$ cat config.mk
export PLATFORM = sky130hd
export DESIGN_NAME = fpga_cfg_loader
export DESIGN_NICKNAME = d
export VERILOG_FILES = /design/src/rtl/fpga_cfg_loader.sv
export SDC_FILE = /design/constraint.sdc
export NUM_CORES = 1
export LEC_CHECK = 0
export BUFFER_PORTS_ARGS = -buffer_cell sky130_fd_sc_hd__buf_2
export CORE_AREA = 8 8 84 86
export DETAILED_ROUTE_END_ITERATION = 10
export DIE_AREA = 0 0 92 94
export MAX_ROUTING_LAYER = met4
export PLACE_DENSITY = 0.83
export SKIP_LAST_GASP = 1
export SLEW_MARGIN = 20
export SYNTH_ARGS = -nofsm -noshare
export SYNTH_HDL_FRONTEND = slang
export SYNTH_SLANG_ARGS = --single-unit
$ cat constraint.sdc
create_clock -name scan_clk -period 6.2 [get_ports scan_clk]
set_clock_uncertainty 0.1 [all_clocks]
set_input_delay 0.62 -clock scan_clk [delete_from_list [all_inputs] [get_ports scan_clk]]
set_output_delay 0.62 -clock scan_clk [all_outputs]
set_load 0.02 [all_outputs]
$ cat src/rtl/fpga_cfg_loader.sv
// fpga_cfg_loader: serialises a word-wide bitstream LSB-first into the CLB chain, then the connection chain.
// Define CFG_CRC_EN to add a trailing CRC-16-CCITT word that is checked against the shifted bits.
module fpga_cfg_loader #(
    parameter int WORD_W         = 32,
    parameter int CLB_CHAIN_LEN  = 1024,
    parameter int CONN_CHAIN_LEN = 4096,
    parameter int CNT_W          = 16
) (
    input  logic              scan_clk,
    input  logic              rst_n,
    input  logic              start,
    input  logic [WORD_W-1:0] cfg_data,
    input  logic              cfg_valid,
    output logic              cfg_ready,
    output logic              clb_scan_en,
    output logic              clb_scan_in,
    output logic              conn_scan_en,
    output logic              conn_scan_in,
    output logic              busy,
    output logic              done,
    output logic              err
);
    localparam int REM_W = $clog2(WORD_W + 1);

    typedef enum logic [2:0] {
        S_IDLE,
        S_CLB,
        S_CONN,
        S_CRC,
        S_DONE
    } state_t;

    state_t            state_q, state_d;
    logic [WORD_W-1:0] sr_q, sr_d;
    logic [REM_W-1:0]  rem_q, rem_d;
    logic [CNT_W-1:0]  left_q, left_d;
    logic              ready_q, ready_d;
    logic              clb_en_q, clb_en_d;
    logic              clb_in_q, clb_in_d;
    logic              conn_en_q, conn_en_d;
    logic              conn_in_q, conn_in_d;
    logic              busy_q, busy_d;
    logic              done_q, done_d;
    logic              accept;
    logic              bit_vld;
    logic              bit_val;
    logic [CNT_W-1:0]  take;
`ifdef CFG_CRC_EN
    logic [15:0]       crc_q, crc_d;
    logic              err_q, err_d;
`endif

    assign accept = cfg_valid & ready_q;

    // rem_q counts bits still waiting in sr_q; left_q counts bits the current chain still needs.
    // Bits of a word beyond left_q are never counted into rem_q, which is how they get discarded.
    always_comb begin
        state_d = state_q;
        sr_d    = sr_q;
        rem_d   = rem_q;
        left_d  = left_q;
        busy_d  = busy_q;
        done_d  = done_q;
        bit_vld = 1'b0;
        bit_val = 1'b0;
        take    = (left_q >= CNT_W'(WORD_W)) ? CNT_W'(WORD_W) : left_q;
`ifdef CFG_CRC_EN
        crc_d   = crc_q;
        err_d   = err_q;
`endif
        case (state_q)
            S_IDLE: begin
                if (start) begin
                    state_d = S_CLB;
                    busy_d  = 1'b1;
                    done_d  = 1'b0;
                    sr_d    = '0;
                    rem_d   = '0;
                    left_d  = CNT_W'(CLB_CHAIN_LEN);
`ifdef CFG_CRC_EN
                    crc_d   = 16'hFFFF;
                    err_d   = 1'b0;
`endif
                end
            end
            S_CLB, S_CONN: begin
                if (accept) begin
                    bit_vld = 1'b1;
                    bit_val = cfg_data[0];
                    sr_d    = cfg_data >> 1;
                    rem_d   = REM_W'(take - CNT_W'(1));
                    left_d  = left_q - CNT_W'(1);
                end else if (rem_q != '0) begin
                    bit_vld = 1'b1;
                    bit_val = sr_q[0];
                    sr_d    = sr_q >> 1;
                    rem_d   = rem_q - REM_W'(1);
                    left_d  = left_q - CNT_W'(1);
                end else if (left_q == '0) begin
                    sr_d = '0;
                    if (state_q == S_CLB) begin
                        state_d = S_CONN;
                        left_d  = CNT_W'(CONN_CHAIN_LEN);
                    end else begin
`ifdef CFG_CRC_EN
                        state_d = S_CRC;
`else
                        state_d = S_DONE;
                        busy_d  = 1'b0;
                        done_d  = 1'b1;
`endif
                    end
                end
            end
`ifdef CFG_CRC_EN
            S_CRC: begin
                if (accept) begin
                    state_d = S_DONE;
                    busy_d  = 1'b0;
                    done_d  = 1'b1;
                    err_d   = (cfg_data[15:0] != crc_q);
                end
            end
`endif
            S_DONE:  state_d = S_IDLE;
            default: state_d = S_IDLE;
        endcase
`ifdef CFG_CRC_EN
        if (bit_vld) begin
            crc_d = {crc_q[14:0], 1'b0} ^ ((crc_q[15] ^ bit_val) ? 16'h1021 : 16'h0000);
        end
`endif
        clb_en_d  = bit_vld && (state_q == S_CLB);
        clb_in_d  = clb_en_d && bit_val;
        conn_en_d = bit_vld && (state_q == S_CONN);
        conn_in_d = conn_en_d && bit_val;
        ready_d   = ((state_d == S_CLB || state_d == S_CONN) && rem_d == '0 && left_d != '0)
                    || (state_d == S_CRC);
    end

    always_ff @(posedge scan_clk or negedge rst_n) begin
        if (!rst_n) begin
            state_q   <= S_IDLE;
            sr_q      <= '0;
            rem_q     <= '0;
            left_q    <= '0;
            ready_q   <= 1'b0;
            clb_en_q  <= 1'b0;
            clb_in_q  <= 1'b0;
            conn_en_q <= 1'b0;
            conn_in_q <= 1'b0;
            busy_q    <= 1'b0;
            done_q    <= 1'b0;
`ifdef CFG_CRC_EN
            crc_q     <= '0;
            err_q     <= 1'b0;
`endif
        end else begin
            state_q   <= state_d;
            sr_q      <= sr_d;
            rem_q     <= rem_d;
            left_q    <= left_d;
            ready_q   <= ready_d;
            clb_en_q  <= clb_en_d;
            clb_in_q  <= clb_in_d;
            conn_en_q <= conn_en_d;
            conn_in_q <= conn_in_d;
            busy_q    <= busy_d;
            done_q    <= done_d;
`ifdef CFG_CRC_EN
            crc_q     <= crc_d;
            err_q     <= err_d;
`endif
        end
    end

    assign cfg_ready    = ready_q;
    assign clb_scan_en  = clb_en_q;
    assign clb_scan_in  = clb_in_q;
    assign conn_scan_en = conn_en_q;
    assign conn_scan_in = conn_in_q;
    assign busy         = busy_q;
    assign done         = done_q;
`ifdef CFG_CRC_EN
    assign err          = err_q;
`else
    assign err          = 1'b0;
`endif

endmodule
; ---- Word-level counts from Yosys, hierarchy flattened
; Cells that the tools add are included.
[classes]
addsub = 3
n_mul = 0
div_mod_pow = 0
n_lt_le_gt_ge = 1
eq_ne = 11
n_shift = 0
n_mux = 40
n_bitwise = 1
n_reduce_logical = 17
[ops]
columns = operator, n
row1 = $mux W32, 4
row2 = $mux W16, 5
row3 = $pmux W32 S2, 1
row4 = $pmux W16 S2, 1
row5 = $mux W6, 4
row6 = $ge A16 B6 Y1 const B, 1
row7 = $logic_not A16 Y1, 1
row8 = $mux W1, 16
row9 = $reduce_bool A16 Y1, 1
row10 = $sub A16 B1 Y16 const B, 1
row11 = $mux W3, 5
row12 = $pmux W6 S2, 1
row13 = $sub A6 B1 Y6 const B, 2
row14 = $ne A2 B2 Y1 const B, 5
row15 = $eq A3 B2 Y1 const B, 3
row16 = $eq A3 B1 Y1 const B, 2
row17 = $logic_and A1 B1 Y1, 6
row18 = $logic_not A6 Y1, 1
row19 = $pmux W3 S2, 1
row20 = $reduce_and A6 Y1, 1
row21 = $reduce_bool A6 Y1, 1
row22 = $ne A4 B4 Y1 const B, 1
row23 = $pmux W1 S2, 2
row24 = $logic_not A3 Y1, 1
row25 = 5 further kinds, 6
[word_totals]
reg_bits = 64
latchBits = 0
mem_bits_rw = 0
rom_bits = 0
in_bits = 36
out_inout_bits = 8
elab_cells = 84
memories = 0

; ---- Logic depth before layout (Yosys ltp)
[depth]
ltp_word = 11
depth_mapped = 11
ltp_nobuf = 10

; ---- Worst setup path after synthesis
; Ideal clock, no wire load.
[synth_path]
path_type = flip-flop to flip-flop
from = reg left_q[12]
to = reg ready_q (netlist: cfg_ready)
setup_time_ns = 0.094
t_arrival_ns = 2.509
required_ns = 6.006
path_slack_ns = 3.497
stages_incl_launch_ff = 11
path_buffers = 1
period_less_slack_ns = 2.703
path_cell_list = dfrtp_1 > buf_2 > nor4_2 > and3_1 > nand2_1 > ha_1 > xnor2_1 > a221o_1 > nor2_1 > or4b_1 > a211oi_1
[synth_via]
word_cells_on_any_way = 26
classes_between = 2 x add/sub / 1 x order compare / 3 x eq/ne / 13 x mux / 7 x reduce/logical
[synth_lines]
columns = item, line
row1 = start: declaration, 36  ; logic [CNT_W-1:0] left_q, left_d;
row2 = start signal: assignment, 162  ; left_q <= left_d;
row3 = $ge A16 B6 Y1, 66  ; take = (left_q >= CNT_W'(WORD_W)) ? CNT_W'(WORD_W) : left_q;
row4 = $mux W6, 66
row5 = $sub A6 B1 Y6, 91  ; rem_d = REM_W'(take - CNT_W'(1));
row6 = $mux W6, 87  ; if (accept) begin
row7 = $pmux W6 S2, 71  ; case (state_q)
row8 = named net rem_d[2], 35  ; logic [REM_W-1:0] rem_q, rem_d;
row9 = $logic_not A6 Y1, 137  ; ready_d = ((state_d == S_CLB || state_d == S_CONN) && rem_d == '0 && left_d != '0)
row10 = $logic_and A1 B1 Y1 (2 in series), 137
row11 = $logic_or A1 B1 Y1, 138  ; || (state_d == S_CRC);
row12 = named net ready_d, 37  ; logic ready_q, ready_d;
row13 = end signal: assignment, 163  ; ready_q <= ready_d;
row14 = end: declaration, 37
; The timed path passes the listed nets, and every way through them passes these cells.
; A chain may end at the register's enable or synchronous reset.

; ---- Worst setup path after layout
[layout_path]
from = reg rem_q[0]
to = reg ready_q (netlist: cfg_ready)
[layout_via]
elab_chain_len = 9
word_cells_on_any_way = 21
classes_between = 1 x add/sub / 3 x eq/ne / 10 x mux / 7 x reduce/logical
[layout_lines]
columns = item, line
row1 = start: declaration, 35
row2 = start signal: assignment, 161  ; rem_q <= rem_d;
row3 = branches (longest 8 deep; another with $sub A6 B1 Y6), n/a
row4 = $logic_or A1 B1 Y1 (*), 138
row5 = named net ready_d, 37
; Mark *: on every way through the listed nets, which the timed path passes.

==> impl_metrics.csv <==
group,metric,value,unit
timing,hold_violations,0,
final_layout,areaGrowthSynthToFinish,11.3,%
final_layout,stdcell_count,506,
floorplan,start_util,60.4,%
final_layout,drive_gt1_share,16.5,%
outcome,status,"finished clean",
clock_network,cts-root-buf,"clkbuf_8",
yosys,ys_seq_area_share,45.4,%
routing,wl_per_cell,18.1,um
place,place_congestion,0.962,
setup_path,cp-end-kind,"flip-flop",
floorplan,die_w,92,um
clock_network,clk_latency,0.34,ns
floorplan,dieArea,8650,sq um
yosys,synthDistinctLibCells,63,
setup_path,cp.arrival,3.54,ns
yosys,synth_nets,439,
setup_path,criticalPathCategory,"reg2reg",
yosys,synth_ff_type,"dfrtp_1",
place,dp_cells,490,
global_routing,grt_pass1_vias,3084,
global_routing,grt_first_pass_wirelength,15.4,mm
yosys,synthTopCellsByCount,"dfrtp_1, nand2_1, o21ai_0",
pwr,power_leakage,1.80,nW
job,max_cap_violations,0,
setup_path,required,6.34,ns
routing,drtIter0Drc,275,
routing,route.detailed.drc,0,
setup_path,critPathLaunch,"rem_q[0]$_DFF_PN0_",
yosys,yosysWarningCount,0,
yosys,netlist_instances,400,
yosys,syn_area,3470,sq um
routing,via_count,3262,
routing,antenna_left,0,
floorplan,ios,44,
clock_network,cts_resized,0,
yosys,synthTopCellsByArea,"dfrtp_1, and3_1, o21ai_0",
routing,viasPerCell,6.45,
clock_network,post_cts.repair.setup_buffers,0,
setup_path,crit_chain,"inv_1 > ha_1 > or3b_1 > or3_1 > a21oi_1 > a2bb2oi_1 > nand4_1 > or4b_1 > a211oi_1",
setup_path,critPathMaxStageDelay,0.71,ns
setup_path,r2r-start,"rem_q[0]$_DFF_PN0_",
floorplan,die_h,94,um
routing,wirelength,9.17,mm
global_routing,antenna_found_initial,0,
global_routing,grtUsageTotal,22.4,%
routing,dr.pass1.iters,5,
floorplan,coreArea,5750,sq um
final_layout,nets,465,
timing,max_clock_freq,294,MHz
final_layout,antenna_cells,0,
setup_path,critPathMaxFanout,34,
clock_network,htree_levels,3,
setup_path,critPathBufInv,1,
yosys,syn_avg_cell_area,8.68,sq um
yosys,yosysMostFrequentCell,"dfrtp_1",
yosys,synth_edf_count,0,
setup_path,cp_slowest_cell,"or3_1",
setup_path,cpLargestDelayFamily,"simple AND/OR/NAND/NOR gates",
place,io_buffers,42,
floorplan,num_rows,28,
timing,drv_slew,0,
clock_network,clock_path_buffers,2,
clock_network,clk_pin_slew_worst_paths,0.07,ns
hold_path,hold_class,"in2async",
timing,fin_tns_setup,0,ns
clock_network,cts-buffers-inserted,9,
timing,setup_violations,0,
yosys,synth-seq-cells,63,
setup_path,critical_path.startpoint_type,"flip-flop",
yosys,synth_top_area_cell,"dfrtp_1",
yosys,async_flop_share,100,%
pwr,ir_drop,0.231,mV
timing,finalWorstSetupSlack,2.79,ns
timing,fin_hold_ws,0.331,ns
timing,period_needed,3.41,ns
timing,worst_pin_slew,1.06,ns
global_routing,overflow,0,
global_routing,grt_max_degree,64,
clock_network,tritoncts,"yes",
final_layout,final_util,67.2,%
clock_network,hold_buffers,0,
clock_network,clkSinkCount,63,
timing,rsz0062_at_grt,"false",
timing,fin_crit_sh,54.9,%
place,dpl.hpwl,5.83,mm
timing,relSlewSlack,29.0,%
pwr,pwr_density_cell,399,nW/um^2
yosys,yosysTopAreaCellShare,45.4,%
place,dp_slack,2.89,ns
flip-flops by register name (all words and copies together) (netlist names), 3 cells and up:
register,count
left_q,16
rem_q,6
state_q,3
sr_q,31
through the flow:
| step | area, sq um | power (mW) |
|---|---|---|
| finish | 3860 | 1.54 |
| global route | 3860 | 1.63 |
| CTS | 3860 | 1.53 |
| detailed placement | 3670 | 1.17 |
| global placement | 3670 | 1.15 |
| floorplan | 3470 | 1.04 |
layout by cell type, fill, tap and decap left out, types with 2 or more instances in the layout:
master,n
mux2i_1,2
and3_1,36
buf_4,3
clkinv_2,3
xnor2_1,3
nor4_2,2
a211oi_1,2
clkbuf_8,9
a21o_1,3
nor3_1,9
inv_1,9
a31oi_1,9
a32o_1,2
a21oi_1,37
dfrtp_1,63
o21ai_0,42
nand3_1,14
nand2_1,50
o21ai_1,2
buf_2,42
ha_1,3
nor4_1,7
or2_1,2
or4b_1,2
or3_1,5
o31ai_1,2
nor2_1,19
nor3b_1,3
a41oi_1,2
o211ai_1,3
o2bb2ai_1,2
nand4_1,4
worst reg2reg max path, delay by kind of cell, from the launching register on:
kind	cells	cell delay, ns
AO/OA/AOI/OAI	3	0.77
adder cells (fa/ha/maj)	1	0.22
buffers and inverters	1	0.09
flip-flops	1	0.41
AND/OR/NAND/NOR	4	1.73
logic make-up after synthesis:
family	after synthesis	share of synthesized area (%)
AO/OA/AOI/OAI	119	20.7
other	1	0.108
XOR/XNOR	4	1.01
flip-flops	63	45.4
buffers and inverters	39	4.54
AND/OR/NAND/NOR	169	26.5
adder cells (fa/ha/maj)	3	1.08
multiplexers	2	0.577
metal layers:
| layer | vias to the layer above | share of wire (%) | global-route usage (%) |
|---|---|---|---|
| met5 | - | 0 | - |
| met4 | 0 | 2.4 | 9.66 |
| met3 | 31 | 6.6 | 3.68 |
| met2 | 179 | 46 | 32.5 |
| met1 | 1552 | 45 | 30.3 |
| li1 | 1500 | - | - |
final timing paths:
check	slack, ns	cells past startpoint	to
max	2.79	9	cfg_ready$_DFF_PN0_
min	0.33	2	left_q[13]$_DFF_PN0_
max reg2reg	2.79	9	cfg_ready$_DFF_PN0_
min reg2reg	0.37	2	sr_q[17]$_DFFE_PN0P_
max in group asynchronous	5.11	2	sr_q[23]$_DFFE_PN0P_
min in group scan_clk	0.37	2	sr_q[17]$_DFFE_PN0P_
where the power goes:
group | total [mW] | leakage (nW) | switching (mW) | internal [mW]
clock | 0.350 | 0.0960 | 0.165 | 0.184
combinational | 0.531 | 0.899 | 0.305 | 0.226
sequential | 0.660 | 0.800 | 0.118 | 0.542
total | 1.54 | 1.80 | 0.588 | 0.953
final cells by class:
class / instances / area (sq um)
Clock buffer: 10 / 128
Clock inverter: 6 / 61.3
Fill cell: 465 / 1880
Inverter: 9 / 33.8
Multi-Input combinational cell: 298 / 1740
Sequential cell: 63 / 1580
Tap cell: 75 / 93.8
Timing Repair Buffer: 45 / 233
No activity file was read; power rests on OpenSTA's default activity.
